[src/rtl/axi4_arbiter_2to1.sv]
// 2:1 AXI4 arbiter: independent write and read paths, one outstanding transaction per path.
// Build option: define AXI_ARB_FIXED_PRIO_EN for fixed s0 priority instead of round-robin.
module axi4_arbiter_2to1 #(
    parameter int ADDR_WIDTH = 32,
    parameter int DATA_WIDTH = 32,
    parameter int ID_WIDTH   = 4
) (
    input  logic                    aclk,
    input  logic                    aresetn,
    input  logic [ID_WIDTH-1:0]     s0_axi_awid,
    input  logic [ADDR_WIDTH-1:0]   s0_axi_awaddr,
    input  logic [7:0]              s0_axi_awlen,
    input  logic [2:0]              s0_axi_awsize,
    input  logic [1:0]              s0_axi_awburst,
    input  logic                    s0_axi_awvalid,
    output logic                    s0_axi_awready,
    input  logic [DATA_WIDTH-1:0]   s0_axi_wdata,
    input  logic [DATA_WIDTH/8-1:0] s0_axi_wstrb,
    input  logic                    s0_axi_wlast,
    input  logic                    s0_axi_wvalid,
    output logic                    s0_axi_wready,
    output logic [ID_WIDTH-1:0]     s0_axi_bid,
    output logic [1:0]              s0_axi_bresp,
    output logic                    s0_axi_bvalid,
    input  logic                    s0_axi_bready,
    input  logic [ID_WIDTH-1:0]     s0_axi_arid,
    input  logic [ADDR_WIDTH-1:0]   s0_axi_araddr,
    input  logic [7:0]              s0_axi_arlen,
    input  logic [2:0]              s0_axi_arsize,
    input  logic [1:0]              s0_axi_arburst,
    input  logic                    s0_axi_arvalid,
    output logic                    s0_axi_arready,
    output logic [ID_WIDTH-1:0]     s0_axi_rid,
    output logic [DATA_WIDTH-1:0]   s0_axi_rdata,
    output logic [1:0]              s0_axi_rresp,
    output logic                    s0_axi_rlast,
    output logic                    s0_axi_rvalid,
    input  logic                    s0_axi_rready,
    input  logic [ID_WIDTH-1:0]     s1_axi_awid,
    input  logic [ADDR_WIDTH-1:0]   s1_axi_awaddr,
    input  logic [7:0]              s1_axi_awlen,
    input  logic [2:0]              s1_axi_awsize,
    input  logic [1:0]              s1_axi_awburst,
    input  logic                    s1_axi_awvalid,
    output logic                    s1_axi_awready,
    input  logic [DATA_WIDTH-1:0]   s1_axi_wdata,
    input  logic [DATA_WIDTH/8-1:0] s1_axi_wstrb,
    input  logic                    s1_axi_wlast,
    input  logic                    s1_axi_wvalid,
    output logic                    s1_axi_wready,
    output logic [ID_WIDTH-1:0]     s1_axi_bid,
    output logic [1:0]              s1_axi_bresp,
    output logic                    s1_axi_bvalid,
    input  logic                    s1_axi_bready,
    input  logic [ID_WIDTH-1:0]     s1_axi_arid,
    input  logic [ADDR_WIDTH-1:0]   s1_axi_araddr,
    input  logic [7:0]              s1_axi_arlen,
    input  logic [2:0]              s1_axi_arsize,
    input  logic [1:0]              s1_axi_arburst,
    input  logic                    s1_axi_arvalid,
    output logic                    s1_axi_arready,
    output logic [ID_WIDTH-1:0]     s1_axi_rid,
    output logic [DATA_WIDTH-1:0]   s1_axi_rdata,
    output logic [1:0]              s1_axi_rresp,
    output logic                    s1_axi_rlast,
    output logic                    s1_axi_rvalid,
    input  logic                    s1_axi_rready,
    output logic [ID_WIDTH-1:0]     m_axi_awid,
    output logic [ADDR_WIDTH-1:0]   m_axi_awaddr,
    output logic [7:0]              m_axi_awlen,
    output logic [2:0]              m_axi_awsize,
    output logic [1:0]              m_axi_awburst,
    output logic                    m_axi_awvalid,
    input  logic                    m_axi_awready,
    output logic [DATA_WIDTH-1:0]   m_axi_wdata,
    output logic [DATA_WIDTH/8-1:0] m_axi_wstrb,
    output logic                    m_axi_wlast,
    output logic                    m_axi_wvalid,
    input  logic                    m_axi_wready,
    input  logic [ID_WIDTH-1:0]     m_axi_bid,
    input  logic [1:0]              m_axi_bresp,
    input  logic                    m_axi_bvalid,
    output logic                    m_axi_bready,
    output logic [ID_WIDTH-1:0]     m_axi_arid,
    output logic [ADDR_WIDTH-1:0]   m_axi_araddr,
    output logic [7:0]              m_axi_arlen,
    output logic [2:0]              m_axi_arsize,
    output logic [1:0]              m_axi_arburst,
    output logic                    m_axi_arvalid,
    input  logic                    m_axi_arready,
    input  logic [ID_WIDTH-1:0]     m_axi_rid,
    input  logic [DATA_WIDTH-1:0]   m_axi_rdata,
    input  logic [1:0]              m_axi_rresp,
    input  logic                    m_axi_rlast,
    input  logic                    m_axi_rvalid,
    output logic                    m_axi_rready
);

    typedef enum logic [1:0] {W_IDLE = 2'd0, W_ADDR = 2'd1, W_DATA = 2'd2, W_RESP = 2'd3} w_state_t;
    typedef enum logic [1:0] {R_IDLE = 2'd0, R_ADDR = 2'd1, R_DATA = 2'd2} r_state_t;

    w_state_t w_state_r, w_state_s;
    r_state_t r_state_r, r_state_s;
    logic     wgnt_r, wgnt_s, rgnt_r, rgnt_s;
    logic     w_pick_s, r_pick_s, aw_req_s, ar_req_s;
    logic     sel_awvalid_s, sel_wvalid_s, sel_wlast_s, sel_bready_s, sel_arvalid_s, sel_rready_s;

    assign aw_req_s = s0_axi_awvalid | s1_axi_awvalid;
    assign ar_req_s = s0_axi_arvalid | s1_axi_arvalid;

`ifdef AXI_ARB_FIXED_PRIO_EN
    assign w_pick_s = ~s0_axi_awvalid;
    assign r_pick_s = ~s0_axi_arvalid;
`else
    logic w_last_r, r_last_r;

    // A tie goes to whichever requester was not granted last on that path
    assign w_pick_s = (s0_axi_awvalid & s1_axi_awvalid) ? ~w_last_r : s1_axi_awvalid;
    assign r_pick_s = (s0_axi_arvalid & s1_axi_arvalid) ? ~r_last_r : s1_axi_arvalid;

    // Round-robin history, updated on every grant
    always_ff @(posedge aclk) begin
        if (!aresetn) begin
            w_last_r <= 1'b1;
            r_last_r <= 1'b1;
        end else begin
            w_last_r <= (w_state_r == W_IDLE && aw_req_s) ? w_pick_s : w_last_r;
            r_last_r <= (r_state_r == R_IDLE && ar_req_s) ? r_pick_s : r_last_r;
        end
    end
`endif

    assign sel_awvalid_s = wgnt_r ? s1_axi_awvalid : s0_axi_awvalid;
    assign sel_wvalid_s  = wgnt_r ? s1_axi_wvalid  : s0_axi_wvalid;
    assign sel_wlast_s   = wgnt_r ? s1_axi_wlast   : s0_axi_wlast;
    assign sel_bready_s  = wgnt_r ? s1_axi_bready  : s0_axi_bready;
    assign sel_arvalid_s = rgnt_r ? s1_axi_arvalid : s0_axi_arvalid;
    assign sel_rready_s  = rgnt_r ? s1_axi_rready  : s0_axi_rready;

    assign m_axi_awid    = wgnt_r ? s1_axi_awid    : s0_axi_awid;
    assign m_axi_awaddr  = wgnt_r ? s1_axi_awaddr  : s0_axi_awaddr;
    assign m_axi_awlen   = wgnt_r ? s1_axi_awlen   : s0_axi_awlen;
    assign m_axi_awsize  = wgnt_r ? s1_axi_awsize  : s0_axi_awsize;
    assign m_axi_awburst = wgnt_r ? s1_axi_awburst : s0_axi_awburst;
    assign m_axi_wdata   = wgnt_r ? s1_axi_wdata   : s0_axi_wdata;
    assign m_axi_wstrb   = wgnt_r ? s1_axi_wstrb   : s0_axi_wstrb;
    assign m_axi_wlast   = sel_wlast_s;
    assign m_axi_arid    = rgnt_r ? s1_axi_arid    : s0_axi_arid;
    assign m_axi_araddr  = rgnt_r ? s1_axi_araddr  : s0_axi_araddr;
    assign m_axi_arlen   = rgnt_r ? s1_axi_arlen   : s0_axi_arlen;
    assign m_axi_arsize  = rgnt_r ? s1_axi_arsize  : s0_axi_arsize;
    assign m_axi_arburst = rgnt_r ? s1_axi_arburst : s0_axi_arburst;

    // Response payloads are broadcast; only the granted side ever sees valid
    assign s0_axi_bid   = m_axi_bid;
    assign s0_axi_bresp = m_axi_bresp;
    assign s1_axi_bid   = m_axi_bid;
    assign s1_axi_bresp = m_axi_bresp;
    assign s0_axi_rid   = m_axi_rid;
    assign s0_axi_rdata = m_axi_rdata;
    assign s0_axi_rresp = m_axi_rresp;
    assign s0_axi_rlast = m_axi_rlast;
    assign s1_axi_rid   = m_axi_rid;
    assign s1_axi_rdata = m_axi_rdata;
    assign s1_axi_rresp = m_axi_rresp;
    assign s1_axi_rlast = m_axi_rlast;

    // Write and read state/grant registers
    always_ff @(posedge aclk) begin
        if (!aresetn) begin
            w_state_r <= W_IDLE;
            wgnt_r    <= 1'b0;
            r_state_r <= R_IDLE;
            rgnt_r    <= 1'b0;
        end else begin
            w_state_r <= w_state_s;
            wgnt_r    <= wgnt_s;
            r_state_r <= r_state_s;
            rgnt_r    <= rgnt_s;
        end
    end

    // Write path next state and handshake routing
    always_comb begin
        w_state_s      = w_state_r;
        wgnt_s         = wgnt_r;
        m_axi_awvalid  = 1'b0;
        m_axi_wvalid   = 1'b0;
        m_axi_bready   = 1'b0;
        s0_axi_awready = 1'b0;
        s1_axi_awready = 1'b0;
        s0_axi_wready  = 1'b0;
        s1_axi_wready  = 1'b0;
        s0_axi_bvalid  = 1'b0;
        s1_axi_bvalid  = 1'b0;
        case (w_state_r)
            W_IDLE: begin
                if (aw_req_s) begin
                    wgnt_s    = w_pick_s;
                    w_state_s = W_ADDR;
                end else begin
                    w_state_s = W_IDLE;
                end
            end
            W_ADDR: begin
                m_axi_awvalid  = sel_awvalid_s;
                s0_axi_awready = ~wgnt_r & m_axi_awready;
                s1_axi_awready = wgnt_r & m_axi_awready;
                w_state_s      = (sel_awvalid_s & m_axi_awready) ? W_DATA : W_ADDR;
            end
            W_DATA: begin
                m_axi_wvalid  = sel_wvalid_s;
                s0_axi_wready = ~wgnt_r & m_axi_wready;
                s1_axi_wready = wgnt_r & m_axi_wready;
                w_state_s     = (sel_wvalid_s & m_axi_wready & sel_wlast_s) ? W_RESP : W_DATA;
            end
            W_RESP: begin
                m_axi_bready  = sel_bready_s;
                s0_axi_bvalid = ~wgnt_r & m_axi_bvalid;
                s1_axi_bvalid = wgnt_r & m_axi_bvalid;
                w_state_s     = (m_axi_bvalid & sel_bready_s) ? W_IDLE : W_RESP;
            end
            default: w_state_s = W_IDLE;
        endcase
    end

    // Read path next state and handshake routing
    always_comb begin
        r_state_s      = r_state_r;
        rgnt_s         = rgnt_r;
        m_axi_arvalid  = 1'b0;
        m_axi_rready   = 1'b0;
        s0_axi_arready = 1'b0;
        s1_axi_arready = 1'b0;
        s0_axi_rvalid  = 1'b0;
        s1_axi_rvalid  = 1'b0;
        case (r_state_r)
            R_IDLE: begin
                if (ar_req_s) begin
                    rgnt_s    = r_pick_s;
                    r_state_s = R_ADDR;
                end else begin
                    r_state_s = R_IDLE;
                end
            end
            R_ADDR: begin
                m_axi_arvalid  = sel_arvalid_s;
                s0_axi_arready = ~rgnt_r & m_axi_arready;
                s1_axi_arready = rgnt_r & m_axi_arready;
                r_state_s      = (sel_arvalid_s & m_axi_arready) ? R_DATA : R_ADDR;
            end
            R_DATA: begin
                m_axi_rready  = sel_rready_s;
                s0_axi_rvalid = ~rgnt_r & m_axi_rvalid;
                s1_axi_rvalid = rgnt_r & m_axi_rvalid;
                r_state_s     = (m_axi_rvalid & sel_rready_s & m_axi_rlast) ? R_IDLE : R_DATA;
            end
            default: r_state_s = R_IDLE;
        endcase
    end

endmodule

[config.mk]
export PLATFORM = sky130hd
export DESIGN_NAME = axi4_arbiter_2to1
export DESIGN_NICKNAME = d
export VERILOG_FILES = /design/src/rtl/axi4_arbiter_2to1.sv
export SDC_FILE = /design/constraint.sdc
export NUM_CORES = 1
export LEC_CHECK = 0
export CAP_MARGIN = 20
export CORE_AREA = 2 2 222 224
export CTS_BUF_LIST = sky130_fd_sc_hd__clkbuf_8 sky130_fd_sc_hd__clkbuf_16
export DETAILED_ROUTE_END_ITERATION = 16
export DIE_AREA = 0 0 224 226
export DONT_BUFFER_PORTS = 1
export GPL_ROUTABILITY_DRIVEN = 0
export PLACE_DENSITY = 0.3
export SLEW_MARGIN = 20
export SYNTH_ARGS = -nofsm -noshare
export SYNTH_HDL_FRONTEND = slang
export SYNTH_SLANG_ARGS = --single-unit
[constraint.sdc]
create_clock -name aclk -period 1.57 [get_ports aclk]
set_input_delay 0.157 -clock aclk [delete_from_list [all_inputs] [get_ports aclk]]
set_output_delay 0.157 -clock aclk [all_outputs]
set_load 0.1 [all_outputs]
Word-level counts from Yosys, hierarchy flattened
Cells that the tools add are included.
Widths: inputs -> output; s select.

storage, ports and cells
  flip-flop bits (word level) = 8
  latch bits = 0
  memory bits (writable) = 0
  memory bits (read-only) = 0
  memories kept = 0

cells by class
  add/subtract/negate cells = 0
  $mul = 0
  divide/modulo/power cells = 0
  order comparisons = 0
  equal/unequal tests = 5
  shifts and indexed selects = 0
  mux-type cells = 44
  bitwise gates (word level) = 25
  reductions and logical operators = 6

operator list
  cell                count
  $mux 32             3
  $mux 1              26
  $and 1x1->1         19
  $mux 8              2
  $mux 2              6
  $mux 4              3
  $pmux 2 s4          1
  $eq 2x2->1 const B  3
  $mux 3              2
  $pmux 2 s3          1
  $eq 2x1->1 const B  2
  $logic_not 2->1     2
  $not 1->1           4
  $reduce_and 2->1    2
  $logic_and 1x1->1   2
  $or 1x1->1          2

Logic depth before layout (Yosys ltp)
Gate-level depths: netlist (run 1).

  word-level depth = 5
  depth in mapped cells = 4

Worst setup path before layout (run 1)
Ideal clock, no wire load.

  kind = register to output
  from = reg rgnt_r
  to = out s1_axi_arready
  arrival = 2.910 ns
  setup slack = -1.497 ns
  stages on the path, launching flop included = 4
  cell sequence = dfxtp_1 -> buf_2 -> buf_4 -> nor3b_1

between the ends
  word-level cells in the longest chain between the ends = 2

RTL lines
  item                    RTL line  text
  start, declared         104       logic wgnt_r, wgnt_s, rgnt_r, rgnt_s;
  start signal, assigned  179       rgnt_r <= rgnt_s;
  $and 1x1->1             249       s1_axi_arready = rgnt_r & m_axi_arready;
  $mux 1                  237       case (r_state_r)
  end, declared           61        output logic s1_axi_arready,

No other way between the ends.

Final worst setup path (run 1)
  from = reg wgnt_r
  to = out m_axi_awaddr[29]

between the ends
  word-level cells in the longest chain between the ends = 1

RTL lines
  item                    RTL line  text
  start, declared         104
  start signal, assigned  177       wgnt_r <= wgnt_s;
  $mux 32                 141       assign m_axi_awaddr = wgnt_r ? s1_axi_awaddr : s0_axi_awaddr;
  end, declared           69        output logic [ADDR_WIDTH-1:0] m_axi_awaddr,

No other way between the ends.

==> metrics.txt, run 1 <==
via count 2783; max-cap violation count 0; Gate Count Post-Synth 309; Main synth FF type dfxtp_1; syn_nets 641; Die Area 50600 um^2; Clock power frac 8.0%; max frequency 600 MHz; IR drop worst, VDD 0.235 mV; largest net degree at the start of global routing 15; Slew headroom 76.6%; port buffer count 0; met3 GRT Util 3.51%; DPL Wire Length 15600 um; RSZ-0062 raised after global routing yes; Worst EP arrival 1.51 ns; Most Crowded Layer GR met2; final hold slack 0.0218 ns; Power Internal 0.00255 W; met2 Track Usage GR 11.9%; Yosys top cell area share 52.9%; commonest non-fill, non-tap cell in the layout buf_12; Starting DRT DRC Count 75; Max FO, Critical Path 7; clk_skew 0.000253 ns; commonest cells after routing, fill and taps aside buf_12, mux2_4, nand2_1, buf_16, clkbuf_16; Clock Latency Late Sink 0.24 ns; Synth warnings 0; DR WL/cell 19.2 um; Tcrit/Tclk final 106%; Synth area leaders mux2_2, buf_4, dfxtp_1, buf_6, nand2_1; Total Wirelength 19200 um; vias in the first global route 2903; PD cells 858 nW/um^2; sequential fraction of design power 4.2%; Core Util, Final 14.3%; Max clock buf depth 2; fin crit period 1.67 ns; core box area 48300 um^2; GRT overflow 0; root buffer cell clkbuf_16; Detail Route Antenna Nets 0; initial antenna violation count 3; chip height 226 um; Worst-path clk slew 0.05 ns; layout cell share with drive strength beyond 1 89.4%; CTS sink count 8; H-tree levels 1; Placed Area 5710 um^2; drt first pass iters 4; number of synthesized flops with an enable pin 0; met1 Track Usage GR 6.83%; Net Sw Power 0.00340 W; first-pass GRT wire length 22700 um; Std-Cell Rows 81; Seq/Total Area, Yosys 5.54%; GRT Resource Usage Total 6.62%; crit path capture type output port; most area-hungry cell type in the Yosys netlist mux2_2; Worst setup SP type register; failing checks negative setup slack; Mapped Area 2890 um^2; CTS Buf Count 3; worst-margin pin slew 0.342 ns; R2R Setup Slk 0.05 ns; hold crit path type in2reg; Async SR Flop Fraction 0%; Hold Violations, Final 0; synthesized flop and latch total 8; Via density 2.79; P&R area growth vs syn 140%; leakage power 2.79 nW; fin nets 709; Synth cell types 31; switching share of power 57.2%; io pins 572; fin cells 999; status finished, violations left; Remaining DRCs 0; Final Max Tran Viols 0; final setup fails 88; critical path type reg2out; Placed Cells 967; Final Worst Setup Slack -0.0964 ns; Syn Area/Cell 9.36 um^2; fin area 6940 um^2; Initial Utilization 5.98%; Critical Path RT 1.41 ns; Gate power share 87.9%; CTS tree done; Die W 224 um
state kept, by name (all words and copies together) (netlist names):
| name | cells |
|---|---|
| w_state_r | 2 |
| w_last_r | 1 |
| r_state_r | 2 |
| rgnt_r | 1 |
| wgnt_r | 1 |
| r_last_r | 1 |
final cells by class:
type / count / area (um^2)
repair buffers: 170 / 3360
inverters: 2 / 12.5
well taps: 622 / 778
flip-flops and latches: 8 / 170
diodes: 1 / 2.50
fillers: 5305 / 41400
clock buffers: 3 / 75.1
multi-input cells: 192 / 2540
clock inverters: 1 / 3.75
repair_timing:
item	4_1_cts	5_1_grt
resized for setup	166	14
hold buffers	0	0
pin swaps	2	2
setup endpoints to repair	129	119
gates cloned	9	5
setup buffers	11	4
cells in the mapped netlist, drive strengths merged, types with 2 or more instances:
master,number
a31oi,2
nand2,11
nor2b,5
buf,107
nor3,6
dfxtp,8
and3,3
nor3b,2
a32oi,2
inv,2
mux2i,3
nor2,5
and2,2
or3b,2
o211ai,2
mux2,137
a21boi,2
power by group through the flow:
stage | Clock (W) | Combinational, W | Sequential, W
global route | 0.000529 | 0.00533 | 0.000249
finish | 0.000474 | 0.00523 | 0.000248
detailed placement | 0 | 0.00466 | 0.000253
global placement | 0 | 0.00467 | 0.000252
floorplan | 0 | 0.00428 | 0.000244
CTS | 0.000518 | 0.00517 | 0.000248
worst max-delay path, cell delays in order (launching register included):
cell	delay, ns
dfxtp_4	0.37
buf_6	0.12
buf_12	0.14
buf_16	0.14
mux2_4	0.32
buf_12	0.17
path summary, 6_finish.rpt:
| check | depth (start not counted) | from | to |
|---|---|---|---|
| min | 1 | aresetn | r_last_r |
| max | 5 | wgnt_r | m_axi_awaddr[29] |
| min reg2reg | 1 | r_last_r | r_last_r |
| max reg2reg | 6 | wgnt_r | w_state_r[0] |
per-layer routing:
layer / part of all wire, % / vias to the layer above
met4: 1.6 / 2
met2: 50 / 380
met5: 0.068 / -
met1: 34 / 1241
li1: - / 1147
met3: 15 / 13
through the flow:
stage	setup slack [ns]	power [W]	setup TNS [ns]
after floorplan	-0.208	0.00452	-0.529
after global placement	0.122	0.00492	0
after detailed placement	0.101	0.00491	0
after CTS	-0.133	0.00594	-8.15
after global routing	-0.140	0.00611	-9.53
final	-0.0964	0.00595	-5.82
kinds of logic (layout without fill, tap and decap cells):
logic type	count (synthesis)	in the layout	share of synthesized area, %
AOI/OAI and AO/OA	12	12	3.11
muxes	140	140	54.5
other	0	1	0
and+or+nand+nor	40	40	7.48
DFF	8	8	5.54
buffers and inverters	109	176	29.4
Power figures use the tool's default switching activity.
==> run 2: changes to the inputs <==
Settings changed: MAX_ROUTING_LAYER set to met4, SETUP_SLACK_MARGIN set to 0.3.
==> metrics.txt, run 2 (synthesized netlist as in run 1, its figures left out) <==
commonest cells after routing, fill and taps aside mux2_4, buf_12, buf_4, buf_6 (was buf_12, mux2_4, nand2_1, buf_16, clkbuf_16); P&R area growth vs syn 105% (was 140%); max-cap violation count 0 (unchanged); Die W 224 um (unchanged); PD cells 900 nW/um^2 (was 858 nW/um^2); failing checks negative setup slack (unchanged); fin area 5930 um^2 (was 6940 um^2); Slew headroom 77.5% (was 76.6%); Max clock buf depth 2 (unchanged); clk_skew 0.000372 ns (was 0.000253 ns); Placed Area 4980 um^2 (was 5710 um^2); top flop regs r_state_r: 2 flops, w_state_r: 2 flops (unchanged); vias in the first global route 2814 (was 2903); hold crit path type in2reg (unchanged); WP buf/inv 3 (was 4); H-tree levels 1 (unchanged); DR WL/cell 19.2 um (about the same); largest net degree at the start of global routing 43 (was 15); CTS tree done (unchanged); Initial Utilization 5.98% (unchanged); fin crit period 1.64 ns (was 1.67 ns); worst reg2reg path startpoint wgnt_r (unchanged); Hold Violations, Final 0 (unchanged); worst-margin pin slew 0.339 ns (was 0.342 ns); sequential fraction of design power 4.8% (was 4.2%); Via density 2.72 (was 2.79); Layout fillers 5407 (was 5305); core box area 48300 um^2 (unchanged); CTS Buf Count 3 (unchanged); via count 2604 (was 2783); crit path from wgnt_r (unchanged); port buffer count 0 (unchanged); commonest non-fill, non-tap cell in the layout mux2_4 (was buf_12); status finished, violations left (unchanged); GRT Resource Usage Total 6.50% (was 6.62%); initial antenna violation count 8 (was 3); min-delay src aresetn (unchanged); fin nets 660 (was 709); crit path capture type output port (unchanged); IR drop worst, VDD 0.271 mV (was 0.235 mV); leakage power 2.30 nW (was 2.79 nW); multi-input combinational cell area 2570 um^2 (was 2540 um^2); Slowest cell on crit path mux2_4 (was dfxtp_4); CP delay by family, top multiplexers (was buffers and inverters); Clock Latency Late Sink 0.24 ns (about the same); critical-path cell list buf_4 > buf_12 > buf_16 > mux2_4 (was buf_6 > buf_12 > buf_16 > mux2_4 > buf_12); Worst setup SP type register (unchanged); Critical Path RT 1.41 ns (about the same); CTS sink count 8 (unchanged); Std-Cell Rows 81 (unchanged); root buffer cell clkbuf_16 (unchanged); Total Wirelength 18400 um (was 19200 um); RSZ-0062 raised after global routing yes (unchanged); Final Worst Setup Slack -0.0698 ns (was -0.0964 ns); Max FO, Critical Path 11 (was 7); max frequency 610 MHz (was 600 MHz); first-pass GRT wire length 21300 um (was 22700 um); layout cell share with drive strength beyond 1 89.3% (was 89.4%); Clock power frac 8.7% (was 8.0%); Net Sw Power 0.00329 W (was 0.00340 W); Gate power share 86.6% (was 87.9%); io pins 572 (unchanged); DPL Wire Length 15100 um (was 15600 um); CP peak stage delay 0.45 ns (was 0.37 ns); Worst EP arrival 1.48 ns (was 1.51 ns); pre-CTS setup slack 0.0632 ns (was 0.101 ns); Power Internal 0.00205 W (was 0.00255 W); critical path type reg2out (unchanged); final setup fails 97 (was 88); GRT overflow 0 (unchanged); chip height 226 um (unchanged); Worst-path clk slew 0.05 ns (about the same); Remaining DRCs 0 (unchanged); Starting DRT DRC Count 45 (was 75); Tcrit/Tclk final 104% (was 106%); register area 180 um^2 (was 170 um^2); switching share of power 61.6% (was 57.2%); drt first pass iters 5 (was 4); Die Area 50600 um^2 (unchanged); Detail Route Antenna Nets 0 (unchanged); Final Max Tran Viols 0 (unchanged)
-- run 2: cell types whose count changed in the layout (fill, tap and decap cells not counted), moves of 3 or more --
cell	change
buf_6	+5
dfxtp_4	+3
buf_12	-63
diode_2	+9
buf_4	+5
-- run 2: path summary, 6_finish.rpt --
kind	endpoint	slack, ns	cells past startpoint
max	m_axi_awaddr[30]	-0.07	4
min	r_last_r	0.02	1
max reg2reg	w_state_r[0]	0.08	8
min reg2reg	w_last_r	0.49	1
-- run 2: power by group through the flow --
stage               Combinational [W]  Clock [W]  Sequential [W]
finish                        0.00462   0.000462        0.000256
floorplan                     0.00454          0        0.000247
CTS                           0.00449   0.000483        0.000260
detailed placement            0.00423          0        0.000260
global placement              0.00425          0        0.000260
global route                  0.00473   0.000498        0.000259
-- run 2: timing repair --
item	CTS	global route
hold endpoints to repair	0	0
pin swaps	13	4
setup endpoints to repair	154	154
cloned	8	8
gates resized for setup	53	9
buffers inserted	16	8
hold buffers	0	0
-- run 2: layout make-up --
type,instances,area share [%]
sequential,8,3.04
antenna,10,0.422
tap,622,13.1
timing repair buffer,121,38.5
clock inverter,1,0.0633
inverter,2,0.190
multi-input combinational,192,43.4
clock buffer,3,1.27
-- run 2: stage by stage --
| stage | std cells | utilization (%) | setup TNS (ns) | total power (W) | hold WS (ns) |
|---|---|---|---|---|---|
| 6_report | 959 | 12.3 | -3.85 | 0.00534 | 0.0182 |
| 5_1_grt | 957 | 12.2 | -8.99 | 0.00549 | 0.00476 |
| 4_1_cts | 933 | 11.5 | -7.43 | 0.00523 | 0.00836 |
| 3_5_place_dp | 905 | 10.3 | 0 | 0.00449 | 0.258 |
| 3_3_place_gp | 905 | 10.3 | 0 | 0.00451 | 0.257 |
| 2_1_floorplan | 309 | - | -0.319 | 0.00479 | 0.246 |
-- run 2: routing by layer --
metal | track usage (%) | vias to the layer above | routed length (um)
met5 | - | - | 0
met4 | 3.08 | 0 | 714
met3 | 3.24 | 32 | 2640
met2 | 11.1 | 395 | 9110
met1 | 6.08 | 1115 | 5950
li1 | - | 1062 | -
-- run 2: worst reg2reg max path: stages, from the launching register on --
cell      delay [ns]
dfxtp_4         0.38
buf_12          0.13
buf_16          0.13
mux2i_1         0.21
buf_4           0.15
buf_4           0.09
o21bai_1        0.05
buf_4           0.15
a31oi_1         0.11
==> run 3: changes to the inputs <==
Settings changed: TNS_END_PERCENT set to 10.
==> metrics.txt, run 3 (synthesized netlist as in run 1, its figures left out) <==
commonest non-fill, non-tap cell in the layout buf_12 (was mux2_4); PD cells 873 nW/um^2 (was 900 nW/um^2); Max clock buf depth 2 (unchanged); Worst EP arrival 1.52 ns (was 1.48 ns); max-cap violation count 0 (unchanged); Starting DRT DRC Count 71 (was 45); CTS Buf Count 3 (unchanged); Total Wirelength 20300 um (was 18400 um); H-tree levels 1 (unchanged); Slew headroom 77.0% (was 77.5%); leakage power 2.49 nW (was 2.30 nW); io pins 572 (unchanged); fin nets 705 (was 660); drt first pass iters 4 (was 5); CP dominant cell by count buf_12; final setup fails 69 (was 97); Via density 2.77 (was 2.72); Slowest cell on crit path dfxtp_4 (was mux2_4); GRT Resource Usage Total 7.51% (was 6.50%); status finished, violations left (unchanged); P&R area growth vs syn 128% (was 105%); largest net degree at the start of global routing 34 (was 43); max frequency 596 MHz (was 610 MHz); failing checks negative setup slack (unchanged); top flop regs r_state_r: 2 flops, w_state_r: 2 flops (unchanged); Final Max Tran Viols 0 (unchanged); DPL Wire Length 18200 um (was 15100 um); core box area 48300 um^2 (unchanged); Remaining DRCs 0 (unchanged); Clock Latency Late Sink 0.24 ns (about the same); GRT overflow 0 (unchanged); via count 2768 (was 2604); CTS sink count 8 (unchanged); CTS tree done (unchanged); CP delay by family, top buffers and inverters (was multiplexers); crit path capture type output port (unchanged); WP buf/inv 3 (unchanged); Core Util, Final 13.7% (was 12.3%); chip height 226 um (unchanged); Tcrit/Tclk final 107% (was 104%); critical path type reg2out (unchanged); Worst setup SP type register (unchanged); IR drop worst, VDD 0.304 mV (was 0.271 mV); Final Worst Setup Slack -0.107 ns (was -0.0698 ns); commonest cells after routing, fill and taps aside buf_12, mux2_2, mux2_4, nand2_1, nor3_4 (was mux2_4, buf_12, buf_4, buf_6); Initial Utilization 5.98% (unchanged); first-pass GRT wire length 24800 um (was 21300 um); cts hold-fix bufs 0 (unchanged); CP peak stage delay 0.37 ns (was 0.45 ns); port buffer count 0 (unchanged); critical-path cell list buf_12 > buf_16 > mux2_2 > buf_12 (was buf_4 > buf_12 > buf_16 > mux2_4); initial antenna violation count 13 (was 8); Worst-path clk slew 0.05 ns (about the same); Die W 224 um (unchanged); Critical Path RT 1.41 ns (about the same); fin crit period 1.68 ns (was 1.64 ns); Die Area 50600 um^2 (unchanged); layout cell share with drive strength beyond 1 90.6% (was 89.3%); R2R Setup Slk 0.21 ns (was 0.08 ns); RSZ-0062 raised after global routing yes (unchanged); clk_skew 0.000717 ns (was 0.000372 ns); worst-margin pin slew 0.340 ns (was 0.339 ns); pre-CTS setup slack 0.0708 ns (was 0.0632 ns); Std-Cell Rows 81 (unchanged); final hold slack 0.00994 ns (was 0.0182 ns); root buffer cell clkbuf_16 (unchanged); DR WL/cell 20.3 um (was 19.2 um); Hold Violations, Final 0 (unchanged); hold crit path type in2reg (unchanged); Max FO, Critical Path 18 (was 11); Detail Route Antenna Nets 0 (unchanged); vias in the first global route 3101 (was 2814)
==> run 3: area by class of cell <==
class	count	area [um^2]
repair buffers	166	3290
clock buffers	3	75.1
diodes	5	12.5
inverters	2	11.3
multi-input cells	192	2260
flip-flops and latches	8	176
fillers	5404	41700
well taps	622	778
==> run 3: stage by stage <==
stage	std cells	instance area [um^2]	TNS, ns	total power, W
finish	998	6600	-4.67	0.00576
global route	998	6600	-9.19	0.00592
CTS	993	6490	-7.78	0.00579
detailed placement	982	6070	0	0.00510
global placement	982	6070	0	0.00511
floorplan	309	3040	-0.299	0.00453
==> run 3: power breakdown <==
part           internal, W  leakage (nW)  switching, W
Combinational      0.00187          2.39       0.00318
Sequential        0.000223        0.0689     0.0000314
Clock             0.000332        0.0370      0.000129
==> run 3: what timing repair did <==
item	in CTS	in global routing
buffers inserted	5	0
endpoints found under the setup margin	154	154
pin swaps	2	3
cloned	3	0
gates resized for setup	56	28
==> run 3: path summary, 6_finish.rpt <==
| kind | startpoint | endpoint | cells past startpoint |
|---|---|---|---|
| worst max-delay path | wgnt_r | m_axi_awaddr[26] | 4 |
| worst max register to register | wgnt_r | w_state_r[0] | 5 |
| worst min-delay path | aresetn | r_last_r | 1 |
| worst min register to register | w_last_r | w_last_r | 1 |
==> run 3: worst register-to-register path, cell delays in order, from the launching register on <==
cell and delay [ns]:
dfxtp_4 0.36, buf_4 0.15, buf_6 0.11, mux2_4 0.30
a31o_1 0.21, a31oi_1 0.15
==> run 3: layer usage <==
metal | vias to the layer above | GRT usage (%) | part of all wire [%]
met5 | - | - | 0
met4 | 0 | 0.968 | 1.4
met3 | 20 | 3.10 | 12
met2 | 418 | 14.8 | 54
met1 | 1196 | 6.88 | 33
li1 | 1134 | - | -
